==> config.mk <==
export PLATFORM = sky130hd
export DESIGN_NAME = button_conditioner
export DESIGN_NICKNAME = d
export VERILOG_FILES = /design/src/rtl/button_conditioner.sv
export SDC_FILE = /design/constraint.sdc
export NUM_CORES = 1
export LEC_CHECK = 0
export CAP_MARGIN = 20
export CORE_AREA = 10 10 47 49
export CTS_CLUSTER_SIZE = 24
export DETAILED_ROUTE_END_ITERATION = 6
export DIE_AREA = 0 0 57 59
export PLACE_DENSITY = 0.76
export SLEW_MARGIN = 30
export SYNTH_ARGS = -nofsm -noshare
export SYNTH_HDL_FRONTEND = slang
export SYNTH_SLANG_ARGS = --single-unit
==> constraint.sdc <==
create_clock -name clk -period 3.11 [get_ports clk]
set_clock_uncertainty 0.05 [all_clocks]
set_input_delay 0.933 -clock clk [delete_from_list [all_inputs] [get_ports clk]]
set_output_delay 0.933 -clock clk [all_outputs]
set_load 0.01 [all_outputs]
==> src/rtl/button_conditioner.sv <==
// rtl/button_conditioner.sv - two-button synchroniser, debouncer and change/on_off arbiter; auto-repeat built only with BUTTON_AUTO_REPEAT_EN
module button_conditioner #(
  parameter int DEBOUNCE_CYCLES = 4,
  parameter int REPEAT_DELAY    = 16,
  parameter int REPEAT_PERIOD   = 4
) (
  input  logic clk,
  input  logic rst,
  input  logic btn_up,
  input  logic btn_down,
  output logic change,
  output logic on_off,
  output logic locked
);

  localparam int DCW = $clog2(DEBOUNCE_CYCLES + 1);

  if (DEBOUNCE_CYCLES < 1 || REPEAT_DELAY < 2 || REPEAT_PERIOD < 2) begin : g_bad_cfg
    $error("button_conditioner: parameter out of range");
  end

  // Bit 0 carries the up button, bit 1 the down button, through sync and debounce.
  logic [1:0]          raw_meta_q;
  logic [1:0]          raw_sync_q;
  logic [1:0]          deb_q;
  logic [1:0]          deb_d;
  logic [1:0][DCW-1:0] cnt_q;
  logic [1:0][DCW-1:0] cnt_d;

`ifdef BUTTON_AUTO_REPEAT_EN
  localparam int RMAX = (REPEAT_DELAY > REPEAT_PERIOD) ? REPEAT_DELAY : REPEAT_PERIOD;
  localparam int TW   = $clog2(RMAX);
  typedef enum logic [1:0] {S_IDLE = 2'd0, S_HELD = 2'd1, S_LOCKOUT = 2'd2, S_REPEAT = 2'd3} state_t;
  logic [TW-1:0] timer_q;
  logic [TW-1:0] timer_d;
`else
  typedef enum logic [1:0] {S_IDLE = 2'd0, S_HELD = 2'd1, S_LOCKOUT = 2'd2} state_t;
`endif

  state_t state_q;
  state_t state_d;
  logic   change_q, change_d;
  logic   on_off_q, on_off_d;
  logic   locked_q, locked_d;
  logic   deb_up, deb_dn, active, opposite;

  // Two-flop synchronisers: the only logic that touches the raw pins.
  always_ff @(posedge clk or negedge rst) begin
    if (!rst) begin
      raw_meta_q <= '0;
      raw_sync_q <= '0;
    end else begin
      raw_meta_q <= {btn_down, btn_up};
      raw_sync_q <= raw_meta_q;
    end
  end

  // Debounce: accept a new level once it has differed from deb for DEBOUNCE_CYCLES cycles in a row.
  always_comb begin
    deb_d = deb_q;
    cnt_d = '0;
    for (int i = 0; i < 2; i++) begin
      if (raw_sync_q[i] != deb_q[i]) begin
        if (cnt_q[i] == DCW'(DEBOUNCE_CYCLES - 1)) begin
          deb_d[i] = ~deb_q[i];
        end else begin
          cnt_d[i] = cnt_q[i] + DCW'(1);
        end
      end
    end
  end

  // Debounce state registers.
  always_ff @(posedge clk or negedge rst) begin
    if (!rst) begin
      deb_q <= '0;
      cnt_q <= '0;
    end else begin
      deb_q <= deb_d;
      cnt_q <= cnt_d;
    end
  end

  assign deb_up   = deb_q[0];
  assign deb_dn   = deb_q[1];
  // The direction of the last pulse identifies which button the hold belongs to.
  assign active   = on_off_q ? deb_up : deb_dn;
  assign opposite = on_off_q ? deb_dn : deb_up;

  // Arbitration next state; release beats opposite-press, which beats a repeat pulse.
  always_comb begin
    state_d  = state_q;
    change_d = 1'b0;
    on_off_d = on_off_q;
    case (state_q)
      S_IDLE: begin
        if (deb_up && deb_dn) begin
          state_d = S_LOCKOUT;
        end else if (deb_up) begin
          change_d = 1'b1;
          on_off_d = 1'b1;
          state_d  = S_HELD;
        end else if (deb_dn) begin
          change_d = 1'b1;
          on_off_d = 1'b0;
          state_d  = S_HELD;
        end
      end
      S_HELD: begin
        if (!active) begin
          state_d = S_IDLE;
        end else if (opposite) begin
          state_d = S_LOCKOUT;
        end
`ifdef BUTTON_AUTO_REPEAT_EN
        else if (timer_q == TW'(REPEAT_DELAY - 1)) begin
          change_d = 1'b1;
          state_d  = S_REPEAT;
        end
`endif
      end
`ifdef BUTTON_AUTO_REPEAT_EN
      S_REPEAT: begin
        if (!active) begin
          state_d = S_IDLE;
        end else if (opposite) begin
          state_d = S_LOCKOUT;
        end else if (timer_q == TW'(REPEAT_PERIOD - 1)) begin
          change_d = 1'b1;
        end
      end
`endif
      S_LOCKOUT: begin
        if (!deb_up && !deb_dn) begin
          state_d = S_IDLE;
        end
      end
      default: state_d = S_IDLE;
    endcase
    locked_d = (state_d == S_LOCKOUT);
`ifdef BUTTON_AUTO_REPEAT_EN
    // Timer restarts on any state entry and on every pulse, otherwise free-runs.
    timer_d = ((state_d != state_q) || change_d) ? '0 : timer_q + TW'(1);
`endif
  end

  // Arbitration FSM with registered outputs.
  always_ff @(posedge clk or negedge rst) begin
    if (!rst) begin
      state_q  <= S_IDLE;
      change_q <= 1'b0;
      on_off_q <= 1'b0;
      locked_q <= 1'b0;
`ifdef BUTTON_AUTO_REPEAT_EN
      timer_q  <= '0;
`endif
    end else begin
      state_q  <= state_d;
      change_q <= change_d;
      on_off_q <= on_off_d;
      locked_q <= locked_d;
`ifdef BUTTON_AUTO_REPEAT_EN
      timer_q  <= timer_d;
`endif
    end
  end

  assign change = change_q;
  assign on_off = on_off_q;
  assign locked = locked_q;

endmodule

==> results of run 1 <==
==> area by class of cell <==
class	count	area, sq um
timing repair buffer	6	60.1
sequential	17	425
tap	16	20.0
clock buffer	3	22.5
multi-input combinational	27	203
fill	135	658
inverter	2	7.51
clock inverter	1	5.00
==> sequential cells by signal, indices dropped and copies added (netlist names) <==
register	cells
change	1
cnt_q	6
deb_q	2
locked	1
on_off	1
raw_meta_q	2
raw_sync_q	2
state_q	2
==> worst paths after layout <==
path,start,cells after the start,to,slack (ns)
max in group asynchronous,rst,1,cnt_q[2],1.56
min in group asynchronous,rst,1,cnt_q[5],1.01
worst min-delay path,raw_meta_q[0],0,raw_sync_q[0],0.32
worst max register to register,deb_q[0],4,on_off,1.59
worst max-delay path,on_off,1,on_off,0.91
worst min register to register,raw_meta_q[0],0,raw_sync_q[0],0.32
==> synthesized netlist by cell type <==
master,n
dfrtp_1,17
nor3b_1,4
ha_1,3
nand2_1,3
a21oi_1,2
inv_1,2
mux2_2,2
nor3_1,2
o31ai_1,2
xnor2_1,2
nand3_1,1
nor2_1,1
nor2b_1,1
nor2b_2,1
nor3b_2,1
o21ai_0,1
or2b_1,1
==> stage by stage <==
stage,worst slack [ns],util [%]
after floorplan,1.70,-
after global placement,1.19,51.1
after detailed placement,1.18,51.1
after CTS,0.901,53.0
after global routing,0.857,53.0
final,0.913,53.0
==> per-layer routing <==
layer / wire length (um) / vias to the layer above / global-route usage, %
met2: 347 / 6 / 7.29
li1: - / 178 / -
met5: 0 / - / 0
met3: 58 / 2 / 2.58
met1: 401 / 168 / 7.89
met4: 9 / 0 / 4.03
==> logic make-up (layout without fill, tap and decap cells) <==
logic type / count (synthesis) / count (layout) / share of synthesized area (%)
DFF: 17 / 17 / 66.9
and+or+nand+nor: 15 / 15 / 15.0
AOI/OAI and AO/OA: 5 / 5 / 4.72
adders and majority gates: 3 / 3 / 5.91
xor gates and xnor gates: 2 / 2 / 2.76
muxes: 2 / 2 / 3.54
buffers and inverters: 2 / 12 / 1.18
==> power breakdown <==
part / internal (mW) / switching (mW) / leakage, nW
logic: 0.112 / 0.0878 / 0.108
registers: 0.283 / 0.0444 / 0.215
clock network: 0.0476 / 0.0649 / 0.0177
total: 0.443 / 0.197 / 0.341
==> impl_metrics.ini, run 1 <==
[clock_network]
post_cts_resized = 0
clk_pin_slew_ns = 0.10
cts_hold_buf = 0
clock_path_buffers = 2
clockRootBuffer = clkbuf_4
htree_levels = 1
cts_tree = yes
clkLatencyLatePin_ns = 0.28
postCtsSetupBuffers = 0
cts_buffers = 3
cts.sink_count = 17

[floorplanning]
rows = 14
ioPinCount = 7
fp.dieArea_sq_um = 3360
fp.dieH_um = 59
die_w_um = 57
core-area_sq_um = 1400
initial_utilization_pct = 45.4

[outcome]
status = complete, no violations

[yosys]
ys_seq_elements = 17
yosysUniqueCellTypes = 17
yosysSeqAreaShare_pct = 66.9
syn_area_sq_um = 636
synth_nets = 53
syn-instance-count = 46
synth_area_leaders = dfrtp_1, ha_1, nor3b_1, mux2_2, xnor2_1
yosysTopAreaCell = dfrtp_1
yosys_warnings = 0
post_synth.cell_area_avg_sq_um = 13.8
synth_top_area_share_pct = 66.9

[power_and_ir_drop]
total_leakage_power_nw = 0.341
peakVddDrop_uv = 412
total_power_mw = 0.640
powerDensity_nw_per_um2 = 861

[drt]
wl_per_cell_um = 11.3
drt_iter0_drc = 3
drt-total-wl_um = 817
drcViolationCount = 0
vias_per_cell = 4.92
detail_route.first_pass.iterations = 2
postRouteAntennaNets = 0
num_vias = 354

[critical_path]
startpoint_type = register
max_stage_delay_ns = 0.55
critPathTopFamily = buffers and inverters
crit_path_end_kind = primary output
cp_max_fo = 4
critPathBufInv = 1
slowest_stage = clkdlybuf4s50_1
critPathKind = reg2out
critPathRequiredTime_ns = 2.13
crit_chain = clkdlybuf4s50_1
crit_arrival_ns = 1.21

[sta]
drv_slew = 0
worstMarginPinSlew_ns = 0.696
setup_viol = 0
max_freq_mhz = 455
tns_ns = 0
holdWs_ns = 0.316
fin_crit_sh_pct = 70.6
rsz0062_at_grt = false
max_slew_margin_pct = 53.5
finalHoldViolCount = 0
fin_crit_ns = 2.20

[cells_and_area]
final_cells = 72
postLayoutCellArea_sq_um = 743
fin_nets = 64
drive_gt1_share_pct = 14.3
area_growth_pct = 16.9
diodes = 0
final_cell_mix = dfrtp_1, clkdlybuf4s50_1, nor3b_1
final_common_cell = dfrtp_1

[global_routing]
grt_remaining_overflow = 0
grt_pass1_wl_um = 1570
antenna_found_initial = 0
grt_pass1_vias = 368
grt_max_degree = 18
grt_usage_pct = 5.90

[flow_run]
cap_violations = 0

[place]
place_area_sq_um = 716
portBuffers = 6
place_hpwl_um = 644
place_inst = 68
gp_congestion = 0.757

[min_path]
hold_class = reg2reg
Note: power is estimated with default switching activity, not from simulation.
==> inputs of run 2 (changes only) <==
Settings changed: CORE_AREA 10 10 47 49 to unset, CORE_MARGIN set to 10, CORE_UTILIZATION set to 46, DIE_AREA 0 0 57 59 to unset, PLACE_DENSITY 0.76 to 0.77.
Clock period 3.11 ns to 2 ns, I/O delays scaled along.
==> run 2 against run 1 <==
Combinational power increased by 67%. Core utilization increased by 4.6 points. Register-to-register slack got worse by 1.2 ns. Critical path depth unchanged. Worst setup slack got worse by 0.78 ns. Routed wire length increased by 20%. Critical endpoint unchanged. Largest power group unchanged.
==> impl_metrics.ini, run 2 (same netlist as run 1, synthesis figures left out) <==
[outcome]
status = complete, no violations

[sta]
drv_slew = 0
fin_crit_sh_pct = 93.5
finalHoldViolCount = 0
max_slew_margin_pct = 80.1
max_freq_mhz = 535
setup_viol = 0
rsz0062_at_grt = false
fin_crit_ns = 1.87
tns_ns = 0
worstMarginPinSlew_ns = 0.296

[critical_path]
critPathKind = reg2out
max_stage_delay_ns = 0.55
startpoint_type = register
critPathBufInv = 1
crit_arrival_ns = 1.22
critPathTopFamily = buffers and inverters
cp_max_fo = 4
slowest_stage = clkdlybuf4s50_1
crit_chain = clkdlybuf4s50_1
critPathRequiredTime_ns = 1.35
crit_path_end_kind = primary output

[cells_and_area]
multi_input_area_sq_um = 203
fillers = 110
largest_reg_flops = 6
area_growth_pct = 17.9
final_cell_mix = dfrtp_1, clkdlybuf4s50_1, nor3b_1
diodes = 0
regMostFlops = cnt_q
register_area_sq_um = 425
drive_gt1_share_pct = 15.8
fin_nets = 65
final_util_pct = 57.6
final_common_cell = dfrtp_1

[power_and_ir_drop]
peakVddDrop_uv = 530
total_leakage_power_nw = 0.345
powerDensity_nw_per_um2 = 1370

[clock_network]
cts_tree = yes
htree_levels = 1
post_cts_resized = 0
clkLatencyLatePin_ns = 0.29
clk_pin_slew_ns = 0.10
cts_hold_buf = 0
postCtsSetupBuffers = 0
cts.sink_count = 17
cts_buffers = 3
clock_path_buffers = 2
clockRootBuffer = clkbuf_4

[flow_run]
cap_violations = 0

[floorplanning]
ioPinCount = 7
core-area_sq_um = 1300
rows = 13
die_w_um = 57.2
fp.dieArea_sq_um = 3270
initial_utilization_pct = 48.8
fp.dieH_um = 57.2

[global_routing]
grt_remaining_overflow = 0
grt_usage_pct = 6.67
grt_pass1_vias = 397
grt_max_degree = 18
antenna_found_initial = 0
grt_pass1_wl_um = 1670

[place]
gp_congestion = 0.755
place_hpwl_um = 724
portBuffers = 6

[drt]
drcViolationCount = 0
wl_per_cell_um = 13.6
detail_route.first_pass.iterations = 4
postRouteAntennaNets = 0
drt_iter0_drc = 2
drt-total-wl_um = 981
num_vias = 374
vias_per_cell = 5.19

[min_path]
hold_class = reg2reg
-- run 2: path summary, 6_finish.rpt --
kind	slack [ns]	cells past startpoint	from	endpoint
max in group asynchronous	1.15	2	rst	deb_q[1]
min in group asynchronous	0.57	2	rst	change
worst max register to register	0.44	4	deb_q[0]	on_off
worst min register to register	0.32	0	raw_meta_q[0]	raw_sync_q[0]
worst min-delay path	0.32	0	raw_meta_q[0]	raw_sync_q[0]
worst max-delay path	0.13	1	on_off	on_off
-- run 2: cell type report --
cell class / count / area share (%)
clock buffers: 3 / 3.01
clock inverters: 1 / 0.668
inverters: 2 / 1.00
multi-input cells: 27 / 27.0
flip-flops and latches: 17 / 56.8
well taps: 15 / 2.50
repair buffers: 7 / 9.02
-- run 2: power breakdown --
part	leakage (nW)	switching (mW)	internal [mW]
combinational	0.113	0.152	0.181
clock	0.0177	0.107	0.0744
sequential	0.215	0.0702	0.440
-- run 2: through the flow --
step | power (mW) | std cells | hold slack [ns] | setup slack [ns] | area, sq um
global placement | 0.826 | 68 | 0.284 | 0.459 | 722
global route | 1.10 | 72 | 0.331 | 0.0463 | 749
finish | 1.02 | 72 | 0.315 | 0.130 | 749
floorplan | 0.725 | 46 | 0.254 | 0.588 | 636
CTS | 1.03 | 72 | 0.317 | 0.109 | 749
detailed placement | 0.852 | 68 | 0.294 | 0.444 | 722
-- run 2: metal layers --
layer  up-vias  share of wire (%)  global-route usage, %
li1        180                  -                      -
met5         -                  0                      0
met2         7                 46                   8.99
met4         0               0.92                   6.04
met3         2                6.9                   4.20
met1       185                 46                   6.97
